[config.mk]
export PLATFORM = sky130hd
export DESIGN_NAME = dmem_port_arbiter_flat
export DESIGN_NICKNAME = d
export VERILOG_FILES = /design/src/rtl/dmem_port_arbiter_pkg.sv /design/src/rtl/dmem_port_arbiter_if.sv /design/src/rtl/dmem_port_arbiter_starve_counter.sv /design/src/rtl/dmem_port_arbiter.sv /design/src/flat_wrapper.sv
export SDC_FILE = /design/constraint.sdc
export NUM_CORES = 1
export LEC_CHECK = 0
export ABC_CLOCK_PERIOD_IN_PS = 1900
export BUFFER_PORTS_ARGS = -buffer_cell sky130_fd_sc_hd__clkbuf_2
export CORE_MARGIN = 2
export CORE_UTILIZATION = 35
export DETAILED_ROUTE_END_ITERATION = 7
export PLACE_DENSITY = 0.68
export SYNTH_ARGS = -nofsm -noshare
export SYNTH_HDL_FRONTEND = slang
export SYNTH_HIERARCHICAL = 1
export SYNTH_SLANG_ARGS = --single-unit
[constraint.sdc]
create_clock -name clk_i -period 1.9 [get_ports clk_i]
set_clock_uncertainty 0.05 [all_clocks]
set_input_delay 0.19 -clock clk_i [delete_from_list [all_inputs] [get_ports clk_i]]
set_output_delay 0.19 -clock clk_i [all_outputs]
set_load 0.02 [all_outputs]
[src/rtl/dmem_port_arbiter_pkg.sv]
// Shared encodings for the data-memory port arbiter and the MEM-stage store size codes.
// Imported by the arbiter, its interface and the MEM stage.
package dmem_port_arbiter_pkg;

   localparam int unsigned AddrW = 32;
   localparam int unsigned DataW = 32;

   typedef enum logic {
      StIdle,
      StBusy
   } state_e;

   typedef enum logic {
      OwnIf,
      OwnMem
   } owner_e;

   typedef enum logic [1:0] {
      SzWord = 2'd0,
      SzByte = 2'd1,
      SzHalf = 2'd2,
      Sz3b   = 2'd3
   } size_e;

endpackage

[src/rtl/dmem_port_arbiter_if.sv]
// Requester and memory-side signals of the shared data-memory port.
// The slave modport is the arbiter's view; master is the pipeline/memory view.
interface dmem_port_arbiter_if;
   import dmem_port_arbiter_pkg::*;

   logic             if_req;
   logic [AddrW-1:0] if_addr;
   logic [DataW-1:0] if_rdata;
   logic             if_valid;
   logic             if_stall;

   logic             mem_rd;
   logic             mem_wr;
   logic [AddrW-1:0] mem_addr;
   logic [DataW-1:0] mem_wdata;
   logic [1:0]       mem_size;
   logic [DataW-1:0] mem_rdata;
   logic             mem_valid;
   logic             mem_stall;

   logic             port_req;
   logic             port_we;
   logic [AddrW-1:0] port_addr;
   logic [DataW-1:0] port_wdata;
   logic [1:0]       port_size;
   logic [DataW-1:0] port_rdata;
   logic             port_ack;

   modport slave (
      input  if_req, if_addr, mem_rd, mem_wr, mem_addr, mem_wdata, mem_size,
             port_rdata, port_ack,
      output if_rdata, if_valid, if_stall, mem_rdata, mem_valid, mem_stall,
             port_req, port_we, port_addr, port_wdata, port_size
   );

   modport master (
      output if_req, if_addr, mem_rd, mem_wr, mem_addr, mem_wdata, mem_size,
             port_rdata, port_ack,
      input  if_rdata, if_valid, if_stall, mem_rdata, mem_valid, mem_stall,
             port_req, port_we, port_addr, port_wdata, port_size
   );

endinterface

[src/rtl/dmem_port_arbiter_starve_counter.sv]
// Saturating count of MEM grants taken while IF was waiting.
// at_limit_o tells the arbiter that IF must win the next decision.
module dmem_starve_counter #(
   parameter int unsigned Limit = 4,
   parameter int unsigned Width = 3
) (
   input  logic clk_i,
   input  logic rst_ni,
   input  logic inc_i,
   input  logic clr_i,
   output logic at_limit_o
);

   localparam logic [Width-1:0] LimitW = Width'(Limit);

   logic [Width-1:0] cnt_q, cnt_d;

   always_comb begin
      cnt_d = cnt_q;
      if (clr_i) begin
         cnt_d = '0;
      end else if (inc_i && (cnt_q < LimitW)) begin
         cnt_d = cnt_q + Width'(1);
      end
   end

   always_ff @(posedge clk_i or negedge rst_ni) begin
      if (!rst_ni) begin
         cnt_q <= '0;
      end else begin
         cnt_q <= cnt_d;
      end
   end

   assign at_limit_o = (cnt_q >= LimitW);

endmodule

[src/rtl/dmem_port_arbiter.sv]
// Shares one single-ported data memory between instruction fetch and the MEM stage.
// MEM is favoured; a saturating counter forces an IF grant after STARVE_LIMIT MEM wins.
module dmem_port_arbiter
   import dmem_port_arbiter_pkg::*;
#(
   parameter int unsigned STARVE_LIMIT = 4,
   parameter int unsigned CNT_W        = 3
) (
   input logic                clk_i,
   input logic                rst_ni,
   dmem_port_arbiter_if.slave bus
);

   state_e           state_q, state_d;
   owner_e           owner_q, owner_d;
   logic             port_req_q, port_req_d;
   logic             port_we_q, port_we_d;
   logic [AddrW-1:0] port_addr_q, port_addr_d;
   logic [DataW-1:0] port_wdata_q, port_wdata_d;
   logic [1:0]       port_size_q, port_size_d;
   logic [DataW-1:0] if_rdata_q, if_rdata_d;
   logic [DataW-1:0] mem_rdata_q, mem_rdata_d;
   logic             if_valid_q, if_valid_d;
   logic             mem_valid_q, mem_valid_d;

   logic mem_pend;
   logic grant_mem;
   logic grant_if;
   logic at_limit;

   // Grants are only decided in IDLE, so the ack edge never doubles as a grant edge.
   always_comb begin
      mem_pend  = bus.mem_rd | bus.mem_wr;
      grant_mem = (state_q == StIdle) && mem_pend && (!bus.if_req || !at_limit);
      grant_if  = (state_q == StIdle) && !grant_mem && bus.if_req;
   end

   dmem_starve_counter #(
      .Limit (STARVE_LIMIT),
      .Width (CNT_W)
   ) u_starve (
      .clk_i      (clk_i),
      .rst_ni     (rst_ni),
      .inc_i      (grant_mem & bus.if_req),
      .clr_i      (grant_if),
      .at_limit_o (at_limit)
   );

   always_comb begin
      state_d      = state_q;
      owner_d      = owner_q;
      port_req_d   = port_req_q;
      port_we_d    = port_we_q;
      port_addr_d  = port_addr_q;
      port_wdata_d = port_wdata_q;
      port_size_d  = port_size_q;
      if_rdata_d   = if_rdata_q;
      mem_rdata_d  = mem_rdata_q;
      if_valid_d   = 1'b0;
      mem_valid_d  = 1'b0;

      unique case (state_q)
         StIdle: begin
            if (grant_mem) begin
               state_d      = StBusy;
               owner_d      = OwnMem;
               port_req_d   = 1'b1;
               // rd and wr together resolve to a store
               port_we_d    = bus.mem_wr;
               port_addr_d  = bus.mem_addr;
               port_wdata_d = bus.mem_wdata;
               port_size_d  = bus.mem_size;
            end else if (grant_if) begin
               state_d     = StBusy;
               owner_d     = OwnIf;
               port_req_d  = 1'b1;
               port_we_d   = 1'b0;
               port_addr_d = bus.if_addr;
               port_size_d = SzWord;
            end
         end
         StBusy: begin
            if (bus.port_ack) begin
               state_d    = StIdle;
               port_req_d = 1'b0;
               if (owner_q == OwnMem) begin
                  mem_valid_d = 1'b1;
                  if (!port_we_q) begin
                     mem_rdata_d = bus.port_rdata;
                  end
               end else begin
                  if_valid_d = 1'b1;
                  if_rdata_d = bus.port_rdata;
               end
            end
         end
         default: begin
            state_d = StIdle;
         end
      endcase
   end

   always_ff @(posedge clk_i or negedge rst_ni) begin
      if (!rst_ni) begin
         state_q      <= StIdle;
         owner_q      <= OwnIf;
         port_req_q   <= 1'b0;
         port_we_q    <= 1'b0;
         port_addr_q  <= '0;
         port_wdata_q <= '0;
         port_size_q  <= SzWord;
         if_rdata_q   <= '0;
         mem_rdata_q  <= '0;
         if_valid_q   <= 1'b0;
         mem_valid_q  <= 1'b0;
      end else begin
         state_q      <= state_d;
         owner_q      <= owner_d;
         port_req_q   <= port_req_d;
         port_we_q    <= port_we_d;
         port_addr_q  <= port_addr_d;
         port_wdata_q <= port_wdata_d;
         port_size_q  <= port_size_d;
         if_rdata_q   <= if_rdata_d;
         mem_rdata_q  <= mem_rdata_d;
         if_valid_q   <= if_valid_d;
         mem_valid_q  <= mem_valid_d;
      end
   end

   assign bus.port_req   = port_req_q;
   assign bus.port_we    = port_we_q;
   assign bus.port_addr  = port_addr_q;
   assign bus.port_wdata = port_wdata_q;
   assign bus.port_size  = port_size_q;
   assign bus.if_rdata   = if_rdata_q;
   assign bus.mem_rdata  = mem_rdata_q;
   assign bus.if_valid   = if_valid_q;
   assign bus.mem_valid  = mem_valid_q;

   // Stalls follow the live requests so a requester frees up in its valid cycle.
   assign bus.if_stall  = bus.if_req & ~if_valid_q;
   assign bus.mem_stall = (bus.mem_rd | bus.mem_wr) & ~mem_valid_q;

endmodule

[src/flat_wrapper.sv]
// flat-port wrapper written by rule: the top's interface ports become plain ports
module dmem_port_arbiter_flat import dmem_port_arbiter_pkg::*;
#(
   parameter int unsigned STARVE_LIMIT = 4,
   parameter int unsigned CNT_W        = 3
)
  (clk_i, rst_ni, bus_if_req, bus_if_addr, bus_mem_rd, bus_mem_wr, bus_mem_addr, bus_mem_wdata, bus_mem_size, bus_port_rdata, bus_port_ack, bus_if_rdata, bus_if_valid, bus_if_stall, bus_mem_rdata, bus_mem_valid, bus_mem_stall, bus_port_req, bus_port_we, bus_port_addr, bus_port_wdata, bus_port_size);
  dmem_port_arbiter_if bus_i ();
  input logic clk_i;
  input logic rst_ni;
  input wire logic [$bits(bus_i.if_req)-1:0] bus_if_req;
  input wire logic [$bits(bus_i.if_addr)-1:0] bus_if_addr;
  input wire logic [$bits(bus_i.mem_rd)-1:0] bus_mem_rd;
  input wire logic [$bits(bus_i.mem_wr)-1:0] bus_mem_wr;
  input wire logic [$bits(bus_i.mem_addr)-1:0] bus_mem_addr;
  input wire logic [$bits(bus_i.mem_wdata)-1:0] bus_mem_wdata;
  input wire logic [$bits(bus_i.mem_size)-1:0] bus_mem_size;
  input wire logic [$bits(bus_i.port_rdata)-1:0] bus_port_rdata;
  input wire logic [$bits(bus_i.port_ack)-1:0] bus_port_ack;
  output wire logic [$bits(bus_i.if_rdata)-1:0] bus_if_rdata;
  output wire logic [$bits(bus_i.if_valid)-1:0] bus_if_valid;
  output wire logic [$bits(bus_i.if_stall)-1:0] bus_if_stall;
  output wire logic [$bits(bus_i.mem_rdata)-1:0] bus_mem_rdata;
  output wire logic [$bits(bus_i.mem_valid)-1:0] bus_mem_valid;
  output wire logic [$bits(bus_i.mem_stall)-1:0] bus_mem_stall;
  output wire logic [$bits(bus_i.port_req)-1:0] bus_port_req;
  output wire logic [$bits(bus_i.port_we)-1:0] bus_port_we;
  output wire logic [$bits(bus_i.port_addr)-1:0] bus_port_addr;
  output wire logic [$bits(bus_i.port_wdata)-1:0] bus_port_wdata;
  output wire logic [$bits(bus_i.port_size)-1:0] bus_port_size;
  assign bus_i.if_req = bus_if_req;
  assign bus_i.if_addr = bus_if_addr;
  assign bus_i.mem_rd = bus_mem_rd;
  assign bus_i.mem_wr = bus_mem_wr;
  assign bus_i.mem_addr = bus_mem_addr;
  assign bus_i.mem_wdata = bus_mem_wdata;
  assign bus_i.mem_size = bus_mem_size;
  assign bus_i.port_rdata = bus_port_rdata;
  assign bus_i.port_ack = bus_port_ack;
  assign bus_if_rdata = bus_i.if_rdata;
  assign bus_if_valid = bus_i.if_valid;
  assign bus_if_stall = bus_i.if_stall;
  assign bus_mem_rdata = bus_i.mem_rdata;
  assign bus_mem_valid = bus_i.mem_valid;
  assign bus_mem_stall = bus_i.mem_stall;
  assign bus_port_req = bus_i.port_req;
  assign bus_port_we = bus_i.port_we;
  assign bus_port_addr = bus_i.port_addr;
  assign bus_port_wdata = bus_i.port_wdata;
  assign bus_port_size = bus_i.port_size;
  dmem_port_arbiter #(.STARVE_LIMIT(STARVE_LIMIT), .CNT_W(CNT_W)) u_core (.clk_i(clk_i), .rst_ni(rst_ni), .bus(bus_i));
endmodule
### Word-level counts from Yosys, hierarchy flattened

Index checks and enable logic that the tools add are counted.

| operators by class | value |
|---|---|
| bitwise logic cells | 9 |
| equality and inequality tests | 2 |
| reductions and logical operators | 16 |
| order comparisons | 2 |
| multiplexer cells | 23 |
| add/sub/neg operators | 1 |

Operators by type and width:

| cell | number |
|---|---|
| $mux 32 | 2 |
| $mux 1 | 15 |
| $mux 3 | 2 |
| $reduce_and 2->1 | 3 |
| $logic_and 1x1->1 | 5 |
| $not 1->1 | 5 |
| $mux 2 | 2 |
| $pmux 1 s2 | 2 |
| $reduce_and 4->1 | 1 |
| $reduce_bool 2->1 | 2 |
| $add 3x1->3 const B | 1 |
| $and 1x1->1 | 3 |
| $ge 3x3->1 const B | 1 |
| $logic_not 1->1 | 3 |
| $lt 3x3->1 const B | 1 |
| $ne 3x1->1 const B | 1 |
| $reduce_and 3->1 | 1 |
| $ne 2x2->1 const B | 1 |
| $logic_or 1x1->1 | 1 |
| $or 1x1->1 | 1 |

| storage, ports and cells | value |
|---|---|
| input port bits | 136 |
| word-level logic and storage cells | 65 |
| register bits after elaboration | 139 |
| output and inout port bits | 136 |

### Depth between registers and ports, before layout

Gate-level depths: netlist of the first run.

| logic depth | value |
|---|---|
| depth in word-level cells | 10 |
| depth in mapped cells | 7 |
| mapped depth without buffers | 5 |

### By module

The synthesis of the first run kept the hierarchy.

By module, submodules not included:

| module | sequential area each (µm²) | area an instance (µm²) | cells an instance | instances |
|---|---|---|---|---|
| dmem_port_arbiter | 3403.3 | 5715.5 | 389 | 1 |
| dmem_starve_counter | 75.1 | 177.7 | 16 | 1 |

### Worst setup path after synthesis of the first run

Ideal clock, no wire load.

| path | value |
|---|---|
| path kind | register to register |
| from | register u_core.u_starve.cnt_q[2] |
| to | register u_core.u_starve.cnt_q[0] |
| arrival | 1.649 ns |
| period minus slack after synthesis | 1.824 ns |
| buffers on the path | 2 |
| setup slack | 0.076 ns |
| cell stages (with the launch flop) | 8 |
| cells stage by stage | dfrtp_1 > clkbuf_1 > a21o_2 > nor2_8 > buf_6 > nor3b_1 > nor2b_1 > mux2_4 |

| on the way | value |
|---|---|
| longest elaborated chain between the ends | 8 |

RTL lines:

| element | line | RTL |
|---|---|---|
| from (decl) | dmem_port_arbiter_starve_counter.sv:16 | `logic [Width-1:0] cnt_q, cnt_d;` |
| from (signal assigned) | dmem_port_arbiter_starve_counter.sv:31 | `cnt_q <= cnt_d;` |
| $ge 3x3->1 * | dmem_port_arbiter_starve_counter.sv:35 | `assign at_limit_o = (cnt_q >= LimitW);` |
| via u_core.at_limit | dmem_port_arbiter.sv:29 | `logic at_limit;` |
| $logic_not 1->1 * | dmem_port_arbiter.sv:34 | `grant_mem = (state_q == StIdle) && mem_pend && (!bus.if_req \|\| !at_limit);` |
| $logic_or 1x1->1 * | dmem_port_arbiter.sv:34 |  |
| $logic_and 1x1->1 * | dmem_port_arbiter.sv:34 |  |
| $logic_not 1->1 * | dmem_port_arbiter.sv:35 | `grant_if = (state_q == StIdle) && !grant_mem && bus.if_req;` |
| $logic_and 1x1->1 * (2 in series) | dmem_port_arbiter.sv:35 |  |
| via u_core.grant_if | dmem_port_arbiter.sv:28 | `logic grant_if;` |
| $mux 3 or $reduce_bool 2->1 (tied branches) | - |  |

Mark *: on every way through the listed nets, which the timed path passes. The rest lies on a longest branch.
A chain may end at the register's enable or synchronous reset.

### Worst setup path in the final report of the first run

| path | value |
|---|---|
| from | register u_core.state_q |
| to | register u_core.mem_rdata_q[31] (netlist: u_core/bus.mem_rdata[31]) |

| on the way | value |
|---|---|
| longest elaborated chain between the ends | 1 |

RTL lines:

| element | line | RTL |
|---|---|---|
| from (decl) | dmem_port_arbiter.sv:14 | `state_e state_q, state_d;` |
| from (signal assigned) | dmem_port_arbiter.sv:105 | `state_q <= StIdle;` |
| from (signal assigned) | dmem_port_arbiter.sv:117 | `state_q <= state_d;` |
| $reduce_and 4->1 (no line) | - |  |
| to (signal assigned) | dmem_port_arbiter.sv:125 | `mem_rdata_q <= mem_rdata_d;` |
| to (decl) | dmem_port_arbiter.sv:22 | `logic [DataW-1:0] mem_rdata_q, mem_rdata_d;` |

No other way between the ends.

==> flow_summary.yaml, run 1 <==
route:
  drtIter0Drc: 290
  wire_per_inst_um: 16.79
  wirelength_um: 16810
  vias: 4941
  firstDrtPassIters: 4
  drc_errors: 0
  ant_nets: 0
  via_per_inst: 4.936
synth:
  synth_area_per_cell_um2: 14.55
  syn_nets: 543
  synth_compound_area_frac: 0.1333
  synth-adder-area-share: 0.004246
  yosys_warnings: 6
  synth_area_leaders: "dfrtp_1 (59%), mux2_2 (12%), mux2_4 (7.9%)"
  synth_xor_area_frac: 0
  synthMuxAreaShare: 0.2051
  yosys.area_share.simple: 0.02845
  synthCells: 405
  ys_types: 32
  synth-seq-cells: 139
  synth_top_family_by_area: "multiplexers"
  synth_top_area_frac: 0.5902
  syn_area_mm2: 0.005893
  synth_area_leader_cell: "dfrtp_1"
  synth-seq-area-share: 0.5902
timing:
  fmax_mhz: 587.6
  finalCritPeriodShare: 0.8957
  slew-limit-headroom: 0.4779
  tightestPinTransition_ns: 0.7813
  hold_viol: 0
  setup_tns_ns: 0
  rsz0062_at_grt: "false"
  finalCriticalPeriod_ns: 1.702
  worst_slack_ns: 0.1983
  setup_violations: 0
  drv_slew: 0
clock_network:
  cts_tree: "done"
  clk_latency_ns: 0.40
  cts_resized: 0
  cts_root_buffer: "clkbuf_16"
  numCtsBuffers: 17
  htreeDepth: 4
  cts_buffer_depth: 2
  cts.reportedPaths.clkPinSlew_ns: 0.06
  clock-sinks: 139
  post-cts-setup-buffers: 0
  cts_hold_buf: 94
pwr:
  sequentialPowerShare: 0.339
  total_power_w: 0.01581
  p_sw_w: 0.006125
  clock_power_share: 0.213
  comb_power_share: 0.448
  p_int_w: 0.009686
  power.leakage_nw: 4.396
  pwr_density_cell_mw_per_mm2: 1748
  ir_worst_vdd_mv: 1.027
  switching_share: 0.3874
place:
  placedInstanceArea_mm2: 0.007492
  place_congestion: 0.8260
  dp_hpwl_um: 11280
  numPortBuffers: 271
  dp_worst_setup_slack_ns: 0.004397
floorplanning:
  initial_core_util: 0.3566
  num_io_pins: 272
  die_w_um: 133.8
  die_area_mm2: 0.01789
  die_h_um: 133.8
  rows: 47
  core_mm2: 0.01652
setup_path:
  end_kind: "flop"
  cp-start-kind: "flop"
  worst_ep_required_time_ns: 2.14
  cp_max_fo: 32
  arrival_ns: 1.94
  criticalPathCategory: "flop to flop"
  cp_cell_sequence: "buf_4, and3_1, nand2b_2, buf_12, mux2_2"
  slowest_delay_ns: 0.46
  crit_slowest_cell: "dfrtp_1"
job:
  drv_cap: 0
status:
  status: "finished clean"
layout:
  syn_to_final_growth_pct: 53.46
  layout-drive-gt1-share: 0.5416
  final_area_mm2: 0.009044
  utilization: 0.5473
  fillers: 1329
  final_nets: 906
  num_antenna_cells: 0
min_path:
  min_path_type: "input pin to flop"
global_routing:
  grt_usage: 0.1921
  grt_overflow: 0
  grt_pass1_wl_um: 27520
  antenna_found_initial: 0
  grt_start_max_net_pins: 46
  grt_pass1_vias: 5379
[cell families (layout without fill, tap and decap cells)]
| kind of cell | count (synthesis) | after routing |
|---|---|---|
| AO/OA/AOI/OAI | 105 | 105 |
| adder cells (fa/ha/maj) | 2 | 2 |
| buffers and inverters | 38 | 414 |
| flip-flops | 139 | 139 |
| multiplexers | 97 | 97 |
| AND/OR/NAND/NOR | 24 | 24 |
[cells in the mapped netlist, drive strengths merged]
| master | count |
|---|---|
| nor2b | 3 |
| o31ai | 1 |
| nor3b | 1 |
| a2bb2oi | 32 |
| buf | 23 |
| nor2 | 8 |
| o21ai | 34 |
| ha | 2 |
| mux2 | 97 |
| a21o | 2 |
| a311oi | 32 |
| a21oi | 2 |
| or2 | 2 |
| nor3 | 1 |
| inv | 3 |
| a22o | 2 |
| nand2b | 1 |
| nand4bb | 1 |
| nand2 | 5 |
| and3 | 2 |
| clkbuf | 12 |
| dfrtp | 139 |
[cell usage in the layout (no fill, tap or decap), types with 2 or more instances in the layout]
cell / count
a311oi_1: 32
clkbuf_16: 17
ha_1: 2
inv_1: 3
dlygate4sd3_1: 94
inv_6: 4
buf_4: 9
a2bb2oi_1: 32
dfrtp_1: 139
mux2_2: 65
buf_12: 5
nor2_4: 3
a22o_1: 2
mux2_4: 31
nand2_1: 5
bufinv_16: 3
nor2_1: 4
o21ai_0: 34
clkinv_2: 5
and3_1: 2
nor2b_1: 2
clkbuf_2: 270
[final cells by class]
| cell class | count | area (um2) | share of cell area |
|---|---|---|---|
| Timing Repair Buffer | 379 | 2471 | 0.2732 |
| Inverter | 3 | 11.26 | 0.001245 |
| Sequential cell | 139 | 3478 | 0.3846 |
| Tap cell | 220 | 275.3 | 0.03044 |
| Clock inverter | 14 | 166.4 | 0.01840 |
| Clock buffer | 18 | 439.2 | 0.04856 |
| Multi-Input combinational cell | 228 | 2202 | 0.2435 |
[critical path: cells and delay by family (launching register included)]
family	cells	cell delay, ns
mux	1	0.37
simple gates	2	0.26
buf+inv	2	0.42
flops	1	0.46
[power groups by stage]
| stage | registers [W] | logic, W | clock network [W] |
|---|---|---|---|
| 5_1_grt | 0.00555 | 0.00753 | 0.00360 |
| 3_5_place_dp | 0.00536 | 0.00697 | 0 |
| 2_1_floorplan | 0.00703 | 0.00282 | 0 |
| 3_3_place_gp | 0.00531 | 0.00678 | 0 |
| 6_report | 0.00536 | 0.00709 | 0.00337 |
| 4_1_cts | 0.00535 | 0.00712 | 0.00348 |
[per-stage QoR]
| step | instances | hold WS (ns) |
|---|---|---|
| 2_1_floorplan | 405 | -0.1556 |
| 3_3_place_gp | 875 | 0.09031 |
| 3_5_place_dp | 875 | 0.1051 |
| 6_report | 1001 | 0.02099 |
| 4_1_cts | 1001 | 0.0009764 |
| 5_1_grt | 1001 | 0.008491 |
[per-layer routing]
layer	up-vias	GRT usage	wire (um)
li1	2253	-	-
met4	0	0.06442	318
met1	2413	0.2306	6660
met5	-	0	0
met2	245	0.3296	8520
met3	30	0.05746	1306
[path summary, 6_finish.rpt]
path                                                        from  cells after the start                               endpoint  slack (ns)
setup / recovery                        u_core/state_q$_DFF_PN0_                      5   u_core/bus.mem_rdata[31]$_DFFE_PN0P_        0.20
hold / removal                                    bus_if_addr[4]                      3    u_core/bus.port_addr[4]$_DFFE_PN0P_        0.02
setup reg to reg                        u_core/state_q$_DFF_PN0_                      5   u_core/bus.mem_rdata[31]$_DFFE_PN0P_        0.20
hold reg to reg            u_core/bus.port_wdata[20]$_DFFE_PN0P_                      1  u_core/bus.port_wdata[20]$_DFFE_PN0P_        0.43
max in group asynchronous                                 rst_ni                      3    u_core/bus.mem_rdata[2]$_DFFE_PN0P_        0.94
min in group asynchronous                                 rst_ni                      2   u_core/bus.port_wdata[6]$_DFFE_PN0P_        0.25
[flip-flops by register name, summed over array words and instances (netlist names), 2 cells and up]
register               flops
u_core/bus.if_rdata       32
u_core/bus.mem_rdata      32
u_core/bus.port_addr      32
u_core/bus.port_wdata     32
u_core/u_starve/cnt_q      3
u_core/bus.port_size       2
(Power assumes the default switching activity.)
==> run 2: changes to the inputs <==
--- a/config.mk
+++ b/config.mk
@@ -11,6 +11,7 @@
 export CORE_UTILIZATION = 35
 export DETAILED_ROUTE_END_ITERATION = 7
 export PLACE_DENSITY = 0.68
+export RECOVER_POWER = 50
 export SYNTH_ARGS = -nofsm -noshare
 export SYNTH_HDL_FRONTEND = slang
 export SYNTH_HIERARCHICAL = 1
==> run 2 against run 1 <==
Against the previous run:
- sequential cell count did not move
- critical endpoint is now u_core/u_starve/cnt_q[0]$_DFFE_PN0P_
- first-iteration DRC count decreased by 8.3%
- routed wire length about the same
- non-clock buffer count stayed put
- via count decreased by 0.22%
- critical path depth did not move
==> flow_summary.yaml, run 2 (synthesized netlist as in run 1, its figures left out) <==
floorplanning:
  core_mm2: 0.01652
  rows: 47
  die_area_mm2: 0.01789
  die_h_um: 133.8
  initial_core_util: 0.3566
  num_io_pins: 272
  die_w_um: 133.8
pwr:
  pwr_density_cell_mw_per_mm2: 1744
  p_sw_w: 0.006118
  switching_share: 0.3920
  ir_worst_vdd_mv: 0.9875
  sequentialPowerShare: 0.343
  power.leakage_nw: 4.191
  comb_power_share: 0.441
  clock_power_share: 0.216
  p_int_w: 0.009489
setup_path:
  arrival_ns: 1.95
  cp_max_fo: 5
  startpoint: "u_core/u_starve/cnt_q[2]$_DFFE_PN0P_"
  cp-start-kind: "flop"
  worstReg2RegEnd: "u_core/u_starve/cnt_q[0]$_DFFE_PN0P_"
  worst-r2r-setup-slack_ns: 0.19
  cp_cell_sequence: "a21o_2, nor2_8, nor3b_1, nor2b_1, mux2_4"
  slowest_delay_ns: 0.46
  crit_slowest_cell: "dfrtp_1"
  worst_ep_required_time_ns: 2.14
  endpoint: "u_core/u_starve/cnt_q[0]$_DFFE_PN0P_"
  criticalPathCategory: "flop to flop"
  path_delay_family: "simple AND/OR/NAND/NOR gates"
  end_kind: "flop"
  r2r_start: "u_core/u_starve/cnt_q[2]$_DFFE_PN0P_"
  reg2reg_depth: 5
  crit_buf_inv: 0
  cp_num_cells: 5
status:
  status: "finished clean"
timing:
  slew-limit-headroom: 0.2032
  setup_violations: 0
  finalCriticalPeriod_ns: 1.709
  setup_tns_ns: 0
  hold_viol: 0
  finalCritPeriodShare: 0.8993
  rsz0062_at_grt: "false"
  holdWs_ns: 0.02182
  drv_slew: 0
  tightestPinTransition_ns: 1.195
  fmax_mhz: 585.2
layout:
  utilization: 0.5415
  num_antenna_cells: 0
  final_cell_mix: "clkbuf_2 (205), dfrtp_1 (139), dlygate4sd3_1 (94), clkbuf_1 (68), mux2_2 (65)"
  multi_input_area_mm2: 0.002202
  fillers: 1364
  finalNonFillerCells: 1001
  final_common_cell: "clkbuf_2"
  final_nets: 906
  layout-drive-gt1-share: 0.4545
  final-seq-area_mm2: 0.003478
  syn_to_final_growth_pct: 51.83
job:
  drv_cap: 0
clock_network:
  clk_latency_ns: 0.40
  cts_buffer_depth: 2
  htreeDepth: 4
  cts_root_buffer: "clkbuf_16"
  cts_resized: 0
  numCtsBuffers: 17
  cts.reportedPaths.clkPinSlew_ns: 0.06
  clock-sinks: 139
  cts_tree: "done"
route:
  firstDrtPassIters: 4
  drc_errors: 0
  drtIter0Drc: 266
  wire_per_inst_um: 16.78
  ant_nets: 0
  vias: 4930
  via_per_inst: 4.925
  wirelength_um: 16800
global_routing:
  grt_overflow: 0
  antenna_found_initial: 0
  grt_start_max_net_pins: 46
  grt_pass1_wl_um: 27520
  grt_usage: 0.1921
  grt_pass1_vias: 5379
place:
  dp_hpwl_um: 11280
  place_congestion: 0.8260
  place_inst: 875
  numPortBuffers: 271
min_path:
  min_path_type: "input pin to flop"
run 2: cell count changes in the layout (fill, tap and decap cells not counted):
cell,before,now
clkbuf_1,0,68
buf_6,1,0
buf_4,9,7
clkbuf_2,270,205
run 2: layer usage:
layer	vias to the layer above	wire length, um	track usage
met2	241	8506	0.3296
met3	30	1312	0.05746
met1	2409	6658	0.2306
met5	-	0	0
met4	0	323	0.06442
li1	2250	-	-
run 2: cell type report:
class,instances,share of cell area
clock buffer,18,0.04908
sequential,139,0.3888
inverter,3,0.001259
tap,220,0.03076
clock inverter,14,0.01860
timing repair buffer,379,0.2654
multi-input combinational,228,0.2461
run 2: power by group through the flow:
stage               logic [W]  clock network (W)  registers, W
floorplan             0.00282                  0       0.00703
global placement      0.00678                  0       0.00531
detailed placement    0.00697                  0       0.00536
CTS                   0.00712            0.00348       0.00535
global route          0.00733            0.00360       0.00554
finish                0.00689            0.00337       0.00535
run 2: worst reg2reg max path, stage by stage (launching register included):
cell	delay [ns]
dfrtp_1	0.46
a21o_2	0.23
nor2_8	0.05
nor3b_1	0.43
nor2b_1	0.10
mux2_4	0.28
run 2: worst min-delay path by stage:
stage / start / endpoint / slack, ns / cells after the start
floorplan: rst_ni / u_core/bus.if_rdata[0]$_DFFE_PN0P_ / -0.16 / 0
global placement: rst_ni / u_core/bus.port_wdata[1]$_DFFE_PN0P_ / 0.09 / 1
detailed placement: rst_ni / u_core/bus.port_wdata[30]$_DFFE_PN0P_ / 0.11 / 1
CTS: bus_if_addr[12] / u_core/bus.port_addr[12]$_DFFE_PN0P_ / 0.001 / 3
global route: bus_if_addr[12] / u_core/bus.port_addr[12]$_DFFE_PN0P_ / 0.008 / 3
finish: bus_if_addr[4] / u_core/bus.port_addr[4]$_DFFE_PN0P_ / 0.02 / 3
run 2: repair_timing:
| action | in CTS | in global routing |
|---|---|---|
| endpoints found under the hold margin | 166 | 0 |
| setup buffers | 0 | 0 |
| hold buffers | 94 | 0 |
run 2: metrics by stage:
step / cell area (um2) / total power [W] / worst slack [ns]
2_1_floorplan: 5893 / 0.009846 / 0.07554
3_3_place_gp: 7492 / 0.01209 / 0.1253
3_5_place_dp: 7492 / 0.01233 / 0.004397
4_1_cts: 9039 / 0.01594 / 0.005175
5_1_grt: 8947 / 0.01648 / 0.06224
6_report: 8947 / 0.01561 / 0.1913
